## src/rtl/vga_timing_if.sv

```systemverilog
// vga_timing_if: timing outputs of vga_timing_gen toward the VGA port and pixel generator.
//   hsync, vsync  : active-low syncs (registered)
//   video_on      : visible-area qualifier
//   p_tick        : one-clock pixel-enable strobe
//   frame_tick    : one-clock strobe when (x, y) wraps to (0, 0)
//   x, y          : pixel / line counters
interface vga_timing_if;
    logic       hsync;
    logic       vsync;
    logic       video_on;
    logic       p_tick;
    logic       frame_tick;
    logic [9:0] x;
    logic [9:0] y;

    modport master (
        output hsync, vsync, video_on, p_tick, frame_tick, x, y
    );

    modport slave (
        input hsync, vsync, video_on, p_tick, frame_tick, x, y
    );
endinterface

```

## src/rtl/vga_timing_gen.sv

```systemverilog
// vga_timing_gen: 640x480@60Hz VGA timing from a 100 MHz clock.
//   clk_100MHz : system clock, rising edge
//   reset      : synchronous active-low reset
//   vga        : timing outputs (master side of vga_timing_if)
module vga_timing_gen #(
    parameter int unsigned HD       = 640,
    parameter int unsigned HF       = 16,
    parameter int unsigned HR       = 96,
    parameter int unsigned HB       = 48,
    parameter int unsigned VD       = 480,
    parameter int unsigned VF       = 10,
    parameter int unsigned VR       = 2,
    parameter int unsigned VB       = 33,
    parameter int unsigned TICK_DIV = 4
) (
    input  logic         clk_100MHz,
    input  logic         reset,
    vga_timing_if.master vga
);

    localparam int unsigned HMAX  = HD + HF + HR + HB;
    localparam int unsigned VMAX  = VD + VF + VR + VB;
    localparam int unsigned CNT_W = 10;
    localparam int unsigned DIV_W = $clog2(TICK_DIV);

    logic [DIV_W-1:0] div_q, div_d;
    logic [CNT_W-1:0] h_q, h_d;
    logic [CNT_W-1:0] v_q, v_d;
    logic             p_tick_q, p_tick_d;
    logic             frame_tick_q, frame_tick_d;
    logic             hsync_q, hsync_d;
    logic             vsync_q, vsync_d;
    logic             div_last, h_last, v_last;

    // Next-state: divider, counters, and syncs decoded from next-state counters
    always_comb begin
        div_last     = (div_q == DIV_W'(TICK_DIV - 1));
        h_last       = (h_q == CNT_W'(HMAX - 1));
        v_last       = (v_q == CNT_W'(VMAX - 1));

        div_d        = div_last ? '0 : div_q + DIV_W'(1);
        // Registered on the terminal divider count, so the first strobe
        // lands TICK_DIV clocks after reset release.
        p_tick_d     = div_last;
        h_d          = h_q;
        v_d          = v_q;
        frame_tick_d = 1'b0;

        if (p_tick_q) begin
            h_d = h_last ? '0 : h_q + CNT_W'(1);
            if (h_last) begin
                v_d          = v_last ? '0 : v_q + CNT_W'(1);
                frame_tick_d = v_last;
            end
        end

        hsync_d = !((h_d >= CNT_W'(HD + HF)) && (h_d <= CNT_W'(HD + HF + HR - 1)));
        vsync_d = !((v_d >= CNT_W'(VD + VF)) && (v_d <= CNT_W'(VD + VF + VR - 1)));
    end

    // State registers
    always_ff @(posedge clk_100MHz) begin
        if (!reset) begin
            div_q        <= '0;
            h_q          <= '0;
            v_q          <= '0;
            p_tick_q     <= 1'b0;
            frame_tick_q <= 1'b0;
            hsync_q      <= 1'b1;
            vsync_q      <= 1'b1;
        end else begin
            div_q        <= div_d;
            h_q          <= h_d;
            v_q          <= v_d;
            p_tick_q     <= p_tick_d;
            frame_tick_q <= frame_tick_d;
            hsync_q      <= hsync_d;
            vsync_q      <= vsync_d;
        end
    end

    assign vga.x          = h_q;
    assign vga.y          = v_q;
    assign vga.p_tick     = p_tick_q;
    assign vga.frame_tick = frame_tick_q;
    assign vga.hsync      = hsync_q;
    assign vga.vsync      = vsync_q;
    assign vga.video_on   = (h_q < CNT_W'(HD)) && (v_q < CNT_W'(VD));

endmodule

```

## src/flat_wrapper.sv

```systemverilog
// flat-port wrapper written by rule: the top's interface ports become plain ports
module vga_timing_gen_flat 
#(
    parameter int unsigned HD       = 640,
    parameter int unsigned HF       = 16,
    parameter int unsigned HR       = 96,
    parameter int unsigned HB       = 48,
    parameter int unsigned VD       = 480,
    parameter int unsigned VF       = 10,
    parameter int unsigned VR       = 2,
    parameter int unsigned VB       = 33,
    parameter int unsigned TICK_DIV = 4
)
  (clk_100MHz, reset, vga_hsync, vga_vsync, vga_video_on, vga_p_tick, vga_frame_tick, vga_x, vga_y);
  vga_timing_if vga_i ();
  input  logic clk_100MHz;
  input  logic reset;
  output wire logic [$bits(vga_i.hsync)-1:0] vga_hsync;
  output wire logic [$bits(vga_i.vsync)-1:0] vga_vsync;
  output wire logic [$bits(vga_i.video_on)-1:0] vga_video_on;
  output wire logic [$bits(vga_i.p_tick)-1:0] vga_p_tick;
  output wire logic [$bits(vga_i.frame_tick)-1:0] vga_frame_tick;
  output wire logic [$bits(vga_i.x)-1:0] vga_x;
  output wire logic [$bits(vga_i.y)-1:0] vga_y;
  assign vga_hsync = vga_i.hsync;
  assign vga_vsync = vga_i.vsync;
  assign vga_video_on = vga_i.video_on;
  assign vga_p_tick = vga_i.p_tick;
  assign vga_frame_tick = vga_i.frame_tick;
  assign vga_x = vga_i.x;
  assign vga_y = vga_i.y;
  vga_timing_gen #(.HD(HD), .HF(HF), .HR(HR), .HB(HB), .VD(VD), .VF(VF), .VR(VR), .VB(VB), .TICK_DIV(TICK_DIV)) u_core (.clk_100MHz(clk_100MHz), .reset(reset), .vga(vga_i));
endmodule
```

## config.mk

```make
export PLATFORM = sky130hd
export DESIGN_NAME = vga_timing_gen_flat
export DESIGN_NICKNAME = d
export VERILOG_FILES = /design/src/rtl/vga_timing_if.sv /design/src/rtl/vga_timing_gen.sv /design/src/flat_wrapper.sv
export SDC_FILE = /design/constraint.sdc
export NUM_CORES = 1
export LEC_CHECK = 0
export CORE_AREA = 2 2 56 58
export DETAILED_ROUTE_END_ITERATION = 7
export DIE_AREA = 0 0 58 60
export PLACE_DENSITY_LB_ADDON = 0.15
export SLEW_MARGIN = 20
export SYNTH_ARGS = -nofsm -noshare
export SYNTH_HDL_FRONTEND = slang
export SYNTH_SLANG_ARGS = --single-unit
```

## constraint.sdc

```tcl
create_clock -name clk_100MHz -period 2.7 [get_ports clk_100MHz]
set_input_delay 0.27 -clock clk_100MHz [delete_from_list [all_inputs] [get_ports clk_100MHz]]
set_output_delay 0.27 -clock clk_100MHz [all_outputs]
set_load 0.03 [all_outputs]
```

==> reports/qor.txt <==
status -> finished, final reports clean
clock-pin transition on the worst setup and hold timing paths -> 0.13 ns
fill count -> 283
Post-CTS Resized -> 0
PwrDens -> 345 nW/µm²
R2R setup slack -> 0.45 ns
TritonCTS Sinks -> 26
TritonCTS clock tree -> built
reg2reg start -> u_core.vga.x[0]
Pleak -> 0.608 nW
post-place setup slack -> 0.473 ns
Post-synth top flop -> dfxtp_1
fin worst setup slack -> 0.450 ns
peak supply drop -> 0.251 mV
Post-Syn Area -> 1400 µm²
share of the synthesized area in the top cell type -> 37.1%
period utilisation layout -> 83.3%
Slew headroom -> 59.1%
diode count -> 0
Post-synth EDFFs -> 0
kind of critical path -> flop to flop
Post-Syn Area per Cell -> 8.54 µm²
most frequent cells in the layout -> 26 x clkdlybuf4s50_1, 26 x dfxtp_1, 21 x nand2_1
final setup TNS -> 0 ns
Nets -> 196
crit path capture type -> flop
Clock Latency Late Sink -> 0.31 ns
Cell Count, Final, Fillers Out -> 221
gpl congestion -> 0.892
DRC viols -> 0
total grt overflow -> 0
total power -> 0.587 mW
Iteration-0 DRC Markers -> 34
worst hold slack -> 0.454 ns
worst r2r dst -> u_core.vga.vsync
layout overhead on the synthesized area -> 21.4%
Worst Hold Depth -> 1
DP Area -> 1680 µm²
Crit path arrival time -> 2.45 ns
Post-CTS Setup Inserts -> 0
Root Driver -> clkbuf_4
Async S/R FF share, synth -> 0%
layout cell share with drive strength beyond 1 -> 7.45%
highest clock rate -> 444 MHz
placed cells -> 218
CP max FO -> 11
first-pass GRT wire length -> 5280 µm
Via-to-Cell Ratio -> 5.71
core box area -> 2900 µm²
Critical Path RT -> 2.90 ns
final setup fails -> 0
die width -> 58 µm
reg2reg path depth -> 6
vias in the first global route -> 1192
register area -> 520 µm²
first-pass iteration count of the detailed router -> 4
RSZ-0062 raised after global routing -> false
largest net degree at the start of global routing -> 14
hold path endpoint -> u_core.div_q[0]
synthesized instance count -> 164
hold buffer count at cts -> 0
Vias -> 1262
Slew @ Worst Pin -> 0.605 ns
cts bufs inserted -> 3
Hold Path Class -> flop to flop
post-synth top area cell -> dfxtp_1
fin crit period -> 2.25 ns
register area share after synthesis -> 37.1%
HPWL after DPL -> 2200 µm
PortBufs -> 26
Hold Fails Final Rpt -> 0
Multi-input gate area -> 820 µm²
Max clock buf depth -> 2
Post-Layout Inst Area -> 1700 µm²
Synth area leaders -> dfxtp_1 37%, nand2_1 5.6%, xnor2_1 5.6%
clk_skew -> 0.00413 ns
H-tree levels -> 1
Mapped Nets -> 170
Rows -> 20
I/O pin total -> 27
initial antenna violation count -> 0
Die Height -> 60 µm
drt wl/cell -> 13.9 µm
number of synthesized register bits -> 26
CP Launch Type -> flop
hold wc startpoint -> u_core.div_q[0]
Final ANT Viol Nets -> 0
final WL -> 3070 µm
Yosys warnings -> 0
Final Util -> 58.6%
Netlist cell types -> 48
Starting Density -> 48.3%
Final Max Tran Viols -> 0
total track usage -> 19.4%
Die ar. -> 3480 µm²
max cap viols -> 0
## cell type report
class	instances	share of cell area (%)
Inverter	4	0.882
Tap cell	33	2.43
Sequential cell	26	30.6
Timing Repair Buffer	29	16.6
Multi-Input combinational cell	126	48.2
Clock buffer	3	1.32
## flip-flops by register name, summed over array words and instances, names as in the netlist
signal                 flops
u_core.vga.p_tick          1
u_core.vga.hsync           1
u_core.vga.x              10
u_core.vga.vsync           1
u_core.div_q               2
u_core.vga.frame_tick      1
u_core.vga.y              10
## metal layers
layer	share of wire (%)	GRT usage [%]
met1	46	23.6
met2	50	36.0
met3	3.0	2.16
met4	0.42	5.65
met5	0	0
## cell families (layout without fill, tap and decap cells)
kind of cell / count (synthesis) / after routing / synth area share (%)
AO/OA/AOI/OAI: 26 / 26 / 13.3
buffers and inverters: 12 / 36 / 4.37
flip-flops: 26 / 26 / 37.1
multiplexers: 3 / 3 / 2.14
XOR/XNOR: 11 / 11 / 6.88
adder cells (fa/ha/maj): 4 / 4 / 3.57
AND/OR/NAND/NOR: 82 / 82 / 32.6
## cells in the mapped netlist, types with 3 or more instances
cell	instances
a21boi_0	4
a21oi_1	4
and2_1	5
clkbuf_1	5
dfxtp_1	26
ha_1	4
inv_1	4
mux2i_1	3
nand2_1	21
nand3_1	4
nand4_1	7
nor2_1	15
nor3_1	5
nor3b_1	3
o21ai_0	5
xnor2_1	9
## worst max path at each step
stage / from / to / slack [ns] / depth (start not counted)
floorplan: u_core.vga.x[0] / u_core.vga.vsync / 0.37 / 7
global placement: u_core.vga.x[0] / u_core.vga.vsync / 0.52 / 6
detailed placement: u_core.vga.x[0] / u_core.vga.vsync / 0.47 / 6
CTS: u_core.vga.x[0] / u_core.vga.vsync / 0.45 / 6
global route: u_core.vga.x[0] / u_core.vga.vsync / 0.33 / 6
finish: u_core.vga.x[0] / u_core.vga.vsync / 0.45 / 6
## critical path, cell delays in order, from the launching register on
cell and delay (ns):
dfxtp_1 0.41, ha_1 0.26, nand3_4 0.12, or4_4 0.62
or3_2 0.48, a21oi_1 0.15, nand4_1 0.09
## report_power, final
group | switching (mW) | internal (mW)
combinational | 0.0165 | 0.0143
clock | 0.108 | 0.0521
sequential | 0.00618 | 0.390
total | 0.131 | 0.457
(Power assumes the default switching activity.)
==> edit, RTL diff (same flow settings) <==
`TICK_DIV` is set to 4 in 2 places; all go to 2.
--- a/src/rtl/vga_timing_gen.sv
+++ b/src/rtl/vga_timing_gen.sv
@@ -13,3 +13,3 @@
     parameter int unsigned VB       = 33,
-    parameter int unsigned TICK_DIV = 4
+    parameter int unsigned TICK_DIV = 2
 ) (
--- a/src/flat_wrapper.sv
+++ b/src/flat_wrapper.sv
@@ -11,3 +11,3 @@
     parameter int unsigned VB       = 33,
-    parameter int unsigned TICK_DIV = 4
+    parameter int unsigned TICK_DIV = 2
 )
Formal check against the unedited RTL: not equivalent (a bounded check fails within 4 cycles, from zero or initial values and one cycle with reset low).
==> edit against the original RTL <==
Largest power group unchanged. First-iteration DRC count grew 53%. Via count grew 4.3%. Worst setup slack lost 0.11 ns. Critical path depth is the same. Critical path type unchanged. Global-route usage grew 0.18 points. Worst hold slack lost 0.029 ns. Synthesized area grew 2.1%. Sequential cell count shrank 1. Cell area grew 1.3%. Wire length grew 2.6%. Power shrank 1.2%. Fmax shrank 4.6%.
==> edit: results (changes against the original RTL) <==
layout:
  n_antenna_cell: 0  # unchanged
  layout-drive-gt1-share_pct: 4.020  # -3.4 points
  fill_cells: 265  # -6.4%
  fin_cells: 232  # +5.0%
  fin_nets: 205  # +4.6%
timing:
  clock_skew_ns: 0.004509  # +0.0003783 ns
  tightest_slew_ns: 0.3472  # -0.2580 ns
logic_synthesis:
  async_reset_ff_share_pct: 0  # unchanged
  synthMuxAreaShare_pct: 1.400  # -0.74 points
  synth_common_cells: "dfxtp_1, nand2_1, nor2_1, xnor2_1, nand3_1"
  synth_compound_area_share_pct: 14.17  # +0.87 points
  synth.avg_cell_area_um2: 8.126  # -4.9%
  synth-seq-area-share_pct: 35.00  # -2.1 points
  yosys.area_share.adder_pct: 2.625  # -0.95 points
  yosys-top-cells-area: "dfxtp_1, xnor2_1, nand2_1, nor2_1, nand3_1"
  synthXorXnorAreaFrac_pct: 8.574  # +1.7 points
  synth.distinct_cells: 45  # -6.3%
  synth_warnings: 0  # unchanged
  syn_nets: 181  # +6.5%
placed_design:
  dpl.hpwl_mm: 2.293  # +4.2%
  place_congestion: 0.8547  # -4.2%
  port_buffers: 26  # unchanged
  pre_cts_slack_ns: 0.3829  # -0.09018 ns
  place_area_um2: 1694  # +0.89%
detailed_routing:
  via_per_inst: 5.672  # -0.67%
  drt_first_pass_iters: 4  # unchanged
  drtIter0Drc: 52  # +53%
  wl_per_cell_um: 13.59  # -2.3%
global_route:
  grt_max_degree: 17  # +3
  grt_use_total_pct: 19.63  # +0.18 points
  grt_pass1_wl_mm: 5.347  # +1.3%
  first_global_vias: 1184  # -0.67%
clocking:
  post_cts_resized: 0  # unchanged
  root_buffer: "clkbuf_4"
  clock_path_buffers: 2  # unchanged
  path_clk_slew_ns: 0.15  # +0.02 ns
  postCtsHoldBufs: 0  # unchanged
  clk_latency_ns: 0.33  # +0.02 ns
setup_path:
  worstPathMaxFanout: 10  # -1
  critPathArrivalTime_ns: 2.58  # +0.13 ns
  startpoint_type: "flip-flop"
run_status:
  status: "complete, no violations"
power:
  leakage_nw: 0.5582  # -8.2%
  ir_drop_uv: 285.1  # +14%
  netSwitchingFraction_pct: 24.38  # +2.1 points
==> edit: final timing paths <==
check | slack [ns] | cells after the start | from | end
worst max-delay path | 0.34 | 6 | u_core.vga.x[0]$_SDFF_PN0_ | u_core.vga.vsync$_SDFF_PN1_
worst min-delay path | 0.43 | 1 | u_core.div_last$_SDFF_PP0_ | u_core.div_last$_SDFF_PP0_
worst max register to register | 0.34 | 6 | u_core.vga.x[0]$_SDFF_PN0_ | u_core.vga.vsync$_SDFF_PN1_
worst min register to register | 0.43 | 1 | u_core.div_last$_SDFF_PP0_ | u_core.div_last$_SDFF_PP0_
==> edit: power by group through the flow <==
stage                     clock [mW]  combinational (mW)  sequential [mW]
after floorplan                    0              0.0106            0.388
after global placement             0              0.0221            0.384
after detailed placement           0              0.0224            0.385
after CTS                      0.189              0.0225            0.377
after global routing           0.198              0.0245            0.378
final                          0.181              0.0224            0.377
==> edit: per-stage QoR <==
| step | util, % | total power, mW |
|---|---|---|
| detailed placement | 58.36 | 0.4071 |
| global route | 59.40 | 0.6003 |
| global placement | 58.36 | 0.4064 |
| CTS | 59.40 | 0.5885 |
| finish | 59.40 | 0.5801 |
| floorplan | - | 0.3982 |
==> edit: critical path: stages, from the launching register on <==
cell	delay (ns)
dfxtp_1	0.44
ha_1	0.20
nand2_1	0.21
or4_4	0.58
or4_1	0.51
a22oi_1	0.20
nand4_1	0.11
==> edit: layout make-up <==
cell class                 instances  area share, %
inverter                           4         0.8708
timing repair buffer              28          15.97
multi-input combinational        138          50.00
sequential                        25          29.03
clock inverter                     1         0.4354
tap                               33          2.395
clock buffer                       3          1.306
==> edit: per-layer routing <==
layer  track usage (%)  routed length [µm]  vias to the layer above
met4             5.980                  40                        0
met2             31.01                1449                       29
met3             2.597                 104                        6
met5                 0                   0                        -
li1                  -                   -                      672
met1             27.85                1560                      609
